### src/rtl/mem_port_arbiter.sv
// Arbitrates the CPU fetch and data ports onto one shared memory port, data first.
// Optional one-entry fetch buffer enabled by defining MEM_ARB_IBUF_EN.
module mem_port_arbiter #(
  parameter logic [31:0] RESET_INSTR = 32'h00000013
) (
  input  logic        CLK,
  input  logic        RESET,
  input  logic        INSTR_MEM_READ,
  input  logic [31:0] PC,
  output logic [31:0] INSTRUCTION,
  output logic        INSTR_MEM_BUSYWAIT,
  input  logic [3:0]  DATA_MEM_READ,
  input  logic [2:0]  DATA_MEM_WRITE,
  input  logic [31:0] DATA_MEM_ADDR,
  input  logic [31:0] DATA_MEM_WRITE_DATA,
  output logic [31:0] DATA_MEM_READ_DATA,
  output logic        DATA_MEM_BUSYWAIT,
  output logic [3:0]  MEM_READ,
  output logic [2:0]  MEM_WRITE,
  output logic [31:0] MEM_ADDR,
  output logic [31:0] MEM_WRITE_DATA,
  input  logic [31:0] MEM_READ_DATA,
  input  logic        MEM_BUSYWAIT
);

  typedef enum logic [2:0] {
    IDLE,
    DATA_ACC,
    INSTR_ACC,
    DATA_RESP,
    INSTR_RESP
  } state_t;

  localparam logic [3:0] LW_CMD = 4'b1010;

  state_t      state;
  state_t      state_next;
  logic        dreq;
  logic        ireq;
  logic        hit;
  logic [31:0] instr_q;

  assign dreq = DATA_MEM_READ[3] | DATA_MEM_WRITE[2];
  assign ireq = INSTR_MEM_READ;

  always_comb begin
    // NOTE: default first so every path assigns state_next and no latch is inferred.
    state_next = state;
    case (state)
      IDLE: begin
        if (dreq)             state_next = DATA_ACC;
        else if (ireq & ~hit) state_next = INSTR_ACC;
      end
      DATA_ACC:   if (!MEM_BUSYWAIT) state_next = DATA_RESP;
      INSTR_ACC:  if (!MEM_BUSYWAIT) state_next = INSTR_RESP;
      DATA_RESP:  state_next = IDLE;
      INSTR_RESP: state_next = IDLE;
      default:    state_next = IDLE;
    endcase
  end

  // NOTE: non-blocking assignments so every register samples pre-edge values.
  always_ff @(posedge CLK) begin
    if (RESET) begin
      state              <= IDLE;
      MEM_READ           <= '0;
      MEM_WRITE          <= '0;
      MEM_ADDR           <= '0;
      MEM_WRITE_DATA     <= '0;
      DATA_MEM_READ_DATA <= '0;
      instr_q            <= RESET_INSTR;
    end else begin
      state <= state_next;
      case (state)
        IDLE: begin
          if (dreq) begin
            // A simultaneous load and store enable performs the store only.
            if (DATA_MEM_WRITE[2]) begin
              MEM_READ  <= '0;
              MEM_WRITE <= DATA_MEM_WRITE;
            end else begin
              MEM_READ  <= DATA_MEM_READ;
              MEM_WRITE <= '0;
            end
            MEM_ADDR       <= DATA_MEM_ADDR;
            MEM_WRITE_DATA <= DATA_MEM_WRITE_DATA;
          end else if (ireq & ~hit) begin
            MEM_READ  <= LW_CMD;
            MEM_WRITE <= '0;
            MEM_ADDR  <= PC;
          end
        end
        DATA_ACC: begin
          if (!MEM_BUSYWAIT) begin
            MEM_READ  <= '0;
            MEM_WRITE <= '0;
            if (MEM_READ[3]) DATA_MEM_READ_DATA <= MEM_READ_DATA;
          end
        end
        INSTR_ACC: begin
          if (!MEM_BUSYWAIT) begin
            MEM_READ  <= '0;
            MEM_WRITE <= '0;
            instr_q   <= MEM_READ_DATA;
          end
        end
        default: ;
      endcase
    end
  end

`ifdef MEM_ARB_IBUF_EN
  logic        buf_valid;
  logic [29:0] buf_tag;
  logic [31:0] buf_word;
  logic        wr_to_tag;

  // A store in flight to the buffered word makes the entry stale before it completes.
  assign wr_to_tag = (state == DATA_ACC) & MEM_WRITE[2] & (MEM_ADDR[31:2] == buf_tag);
  assign hit       = buf_valid & (buf_tag == PC[31:2]) & ~wr_to_tag;

  always_ff @(posedge CLK) begin
    if (RESET) begin
      buf_valid <= 1'b0;
    end else if ((state == INSTR_ACC) && !MEM_BUSYWAIT) begin
      buf_valid <= 1'b1;
    end else if (wr_to_tag && !MEM_BUSYWAIT) begin
      buf_valid <= 1'b0;
    end
  end

  // NOTE: tag and word need no reset; they are never used while buf_valid is low.
  always_ff @(posedge CLK) begin
    if ((state == INSTR_ACC) && !MEM_BUSYWAIT) begin
      buf_tag  <= MEM_ADDR[31:2];
      buf_word <= MEM_READ_DATA;
    end
  end

  assign INSTRUCTION = hit ? buf_word : instr_q;
`else
  assign hit         = 1'b0;
  assign INSTRUCTION = instr_q;
`endif

  assign DATA_MEM_BUSYWAIT  = dreq & (state != DATA_RESP);
  assign INSTR_MEM_BUSYWAIT = ireq & ~hit & (state != INSTR_RESP);

endmodule

### config.mk
export PLATFORM = sky130hd
export DESIGN_NAME = mem_port_arbiter
export DESIGN_NICKNAME = d
export VERILOG_FILES = /design/src/rtl/mem_port_arbiter.sv
export SDC_FILE = /design/constraint.sdc
export NUM_CORES = 1
export LEC_CHECK = 0
export ABC_AREA = 1
export CAP_MARGIN = 20
export CORE_MARGIN = 2
export CORE_UTILIZATION = 24
export CTS_CLUSTER_DIAMETER = 100
export DETAILED_ROUTE_END_ITERATION = 12
export PLACE_DENSITY = 0.54
export SYNTH_ARGS = -nofsm -noshare
export SYNTH_HDL_FRONTEND = slang
export SYNTH_SLANG_ARGS = --single-unit
### constraint.sdc
create_clock -name CLK -period 1.6 [get_ports CLK]
set_clock_uncertainty 0.15 [all_clocks]
set_input_delay 0.4 -clock CLK [delete_from_list [all_inputs] [get_ports CLK]]
set_output_delay 0.4 -clock CLK [all_outputs]
set_load 0.005 [all_outputs]
==> flow_summary.json <==
{
  "grt_use_total_pct": 16.6,
  "dp_hpwl_mm": 13.8,
  "power_frac_seq_pct": 36.6,
  "worst_setup_path_end_kind": "primary output",
  "maxCapViolations": 0,
  "cp_max_fo": 3,
  "hold_violations": 0,
  "antenna_cells": 0,
  "p_comb_share_pct": 26.6,
  "cts_tree": "yes",
  "grt_start_max_net_pins": 42,
  "slowest_delay_ns": 0.34,
  "die_w_um": 154,
  "crit_path_top_delay_cell": "dfxtp_2",
  "swShare_pct": 29.5,
  "finalCriticalPeriod_ns": 1.67,
  "grt_pass1_vias": 5678,
  "drive_gt1_share_pct": 19.3,
  "syn_area_per_cell_um2": 7.82,
  "grt_pass1_wl_mm": 31.3,
  "cts_root_buffer": "clkbuf_16",
  "path_buf_inv": 2,
  "mostFrequentLayoutCells": "nand2_1 (178), clkdlybuf4s50_1 (134), dfxtp_1 (121), dlygate4sd2_1 (90), nand3_1 (66)",
  "period_share_pct": 104,
  "p_switching_mw": 3.26,
  "io_buffers": 275,
  "synthSimpleGateAreaFrac_pct": 27.7,
  "ant_nets": 0,
  "clkTransAtPathRegs_ns": 0.07,
  "gp_congestion": 0.744,
  "synthDistinctLibCells": 22,
  "cts_made_buffers": 17,
  "antenna_found_initial": 0,
  "cellPowerDensity_nw_per_um2": 1120,
  "final_cell_count_no_fill": 1296,
  "die_y_um": 154,
  "synth.mux.area_fraction_pct": 0,
  "synthXorXnorAreaFrac_pct": 0,
  "drt_iter0_drc": 336,
  "placementRows": 54,
  "coreArea_um2": 22000,
  "max_freq_mhz": 599,
  "detail_route.wl_per_cell_um": 15.9,
  "synthAdderAreaFrac_pct": 0,
  "arrival_ns": 1.12,
  "nets": 1142,
  "maxSlewHeadroom_pct": 68.0,
  "grt_overflow": 0,
  "yosysSeqAreaShare_pct": 51.1,
  "vias": 5801,
  "synth_top_family_by_area": "simple AND/OR/NAND/NOR gates",
  "rsz0062_at_grt": "yes",
  "ios": 276,
  "finalMaxSlewViolations": 0,
  "critPathKind": "reg2out",
  "leakagePower_nw": 4.53,
  "hp-class": "in2reg",
  "clk_latency_ns": 0.41,
  "h-tree-depth": 4,
  "initial_core_util_pct": 24.6,
  "cts.sinks": 138,
  "ys_seq_elements": 138,
  "vdd_drop_max_mv": 0.599,
  "final_common_cell": "nand2_1",
  "dr.pass1.iters": 4,
  "ys_warn_count": 0,
  "p_clk_share_pct": 36.8,
  "tightestPinTransition_ns": 0.480,
  "violations": "setup timing",
  "startpoint_type": "flop",
  "worst_slack_ns": -0.0688,
  "syn_nets": 831,
  "status": "finished with violations",
  "dp_cells": 1246,
  "drt_wl_total_mm": 20.6,
  "setup_viol": 4,
  "worst_path_dominant_cell_family": "flip-flops",
  "clk_path_buf_depth": 2,
  "die-area_um2": 23800,
  "cp_cell_sequence": "buf_6, a21oi_2, buf_2",
  "crit_required_ns": 1.05,
  "intPower_mw": 7.81,
  "vias_per_cell": 4.48,
  "drc": 0,
  "netlist_area_um2": 5410,
  "preCtsSetupSlack_ns": -0.685,
  "p_total_mw": 11.1,
  "synth-compound-area-share_pct": 15.4,
  "area_growth_pct": 82.6,
  "synthCells": 692
}
[power groups by stage]
| stage | combinational [mW] | sequential, mW | clock (mW) |
|---|---|---|---|
| 4_1_cts | 2.78 | 4.04 | 4.21 |
| 2_1_floorplan | 1.09 | 4.14 | 0 |
| 3_5_place_dp | 2.81 | 4.12 | 0 |
| 6_report | 2.95 | 4.05 | 4.07 |
| 3_3_place_gp | 2.81 | 4.11 | 0 |
| 5_1_grt | 3.22 | 4.10 | 4.35 |
[cells by family (layout without fill, tap and decap cells)]
| group | count (synthesis) | count (layout) |
|---|---|---|
| buffers and inverters | 73 | 396 |
| DFF | 138 | 138 |
| AOI/OAI and AO/OA | 132 | 132 |
| and+or+nand+nor | 349 | 350 |
[worst register-to-register path: stages (launching register included)]
cell and delay [ns]:
dfxtp_4 0.35, buf_6 0.13, nor2_4 0.14, nand2_4 0.09, a21oi_4 0.14, buf_12 0.17, buf_12 0.15, nand3_1 0.08
o211a_1 0.11
[state kept, by name, indices dropped and copies added, names as in the netlist]
signal	count
DATA_MEM_READ_DATA	32
MEM_READ	4
MEM_ADDR	32
MEM_WRITE	3
state	3
INSTRUCTION	32
MEM_WRITE_DATA	32
[cell type report]
cell class	count	area [um^2]
Clock buffer	19	443
Multi-Input combinational cell	482	2630
Sequential cell	138	2790
Fill cell	2226	12100
Tap cell	280	350
Inverter	23	96.3
Timing Repair Buffer	341	3420
Clock inverter	13	159
[what timing repair did]
action,4_1_cts,5_1_grt
pin swaps,6,27
gates resized for setup,211,136
endpoints found under the setup margin,227,147
gates cloned,4,6
endpoints found under the hold margin,0,0
hold buffers,0,0
buffers inserted,8,3
[path summary, 6_finish.rpt]
path / startpoint / end / slack (ns) / depth (start not counted)
setup / recovery: state[2] / INSTR_MEM_BUSYWAIT / -0.07 / 3
hold / removal: RESET / DATA_MEM_READ_DATA[15] / 0.21 / 4
setup reg to reg: state[0] / MEM_ADDR[15] / -0.01 / 8
hold reg to reg: MEM_WRITE_DATA[28] / MEM_WRITE_DATA[28] / 0.30 / 2
[per-layer routing]
metal  GRT usage, %  vias to the layer above  share of wire [%]
met5              0                        -                  0
met4           4.72                        0                1.3
met3           6.34                       19                8.4
met2           27.2                      184                 47
met1           20.5                     2669                 43
li1               -                     2929                  -
[stage by stage]
step,hold slack (ns),utilization [%],area (um^2),TNS (ns)
2_1_floorplan,0.306,-,5410,0
3_3_place_gp,0.298,39.9,8760,-54.27
3_5_place_dp,0.301,39.9,8760,-56.28
4_1_cts,0.207,43.4,9530,-1.61
5_1_grt,0.211,45.0,9880,-2.45
6_report,0.205,45.0,9880,-0.142
[cells in the mapped netlist]
| master | n | share of area [%] |
|---|---|---|
| nand2_2 | 5 | 0.58 |
| nand3_2 | 1 | 0.18 |
| o21ai_1 | 5 | 0.46 |
| nand3_1 | 75 | 6.9 |
| o211a_1 | 32 | 5.9 |
| dfxtp_1 | 138 | 51 |
| nor2_1 | 77 | 5.3 |
| nand4_1 | 6 | 0.69 |
| nand2_1 | 179 | 12 |
| nand3_4 | 2 | 0.65 |
| buf_2 | 27 | 2.5 |
| inv_2 | 2 | 0.14 |
| o21ai_0 | 28 | 2.6 |
| a21oi_4 | 1 | 0.30 |
| nor3_4 | 1 | 0.30 |
| buf_4 | 3 | 0.42 |
| a31oi_1 | 1 | 0.12 |
| clkbuf_1 | 20 | 1.4 |
| a21oi_1 | 65 | 6.0 |
| inv_1 | 21 | 1.5 |
| nor2_4 | 2 | 0.42 |
| nand3b_1 | 1 | 0.14 |
(Power assumes the default switching activity.)
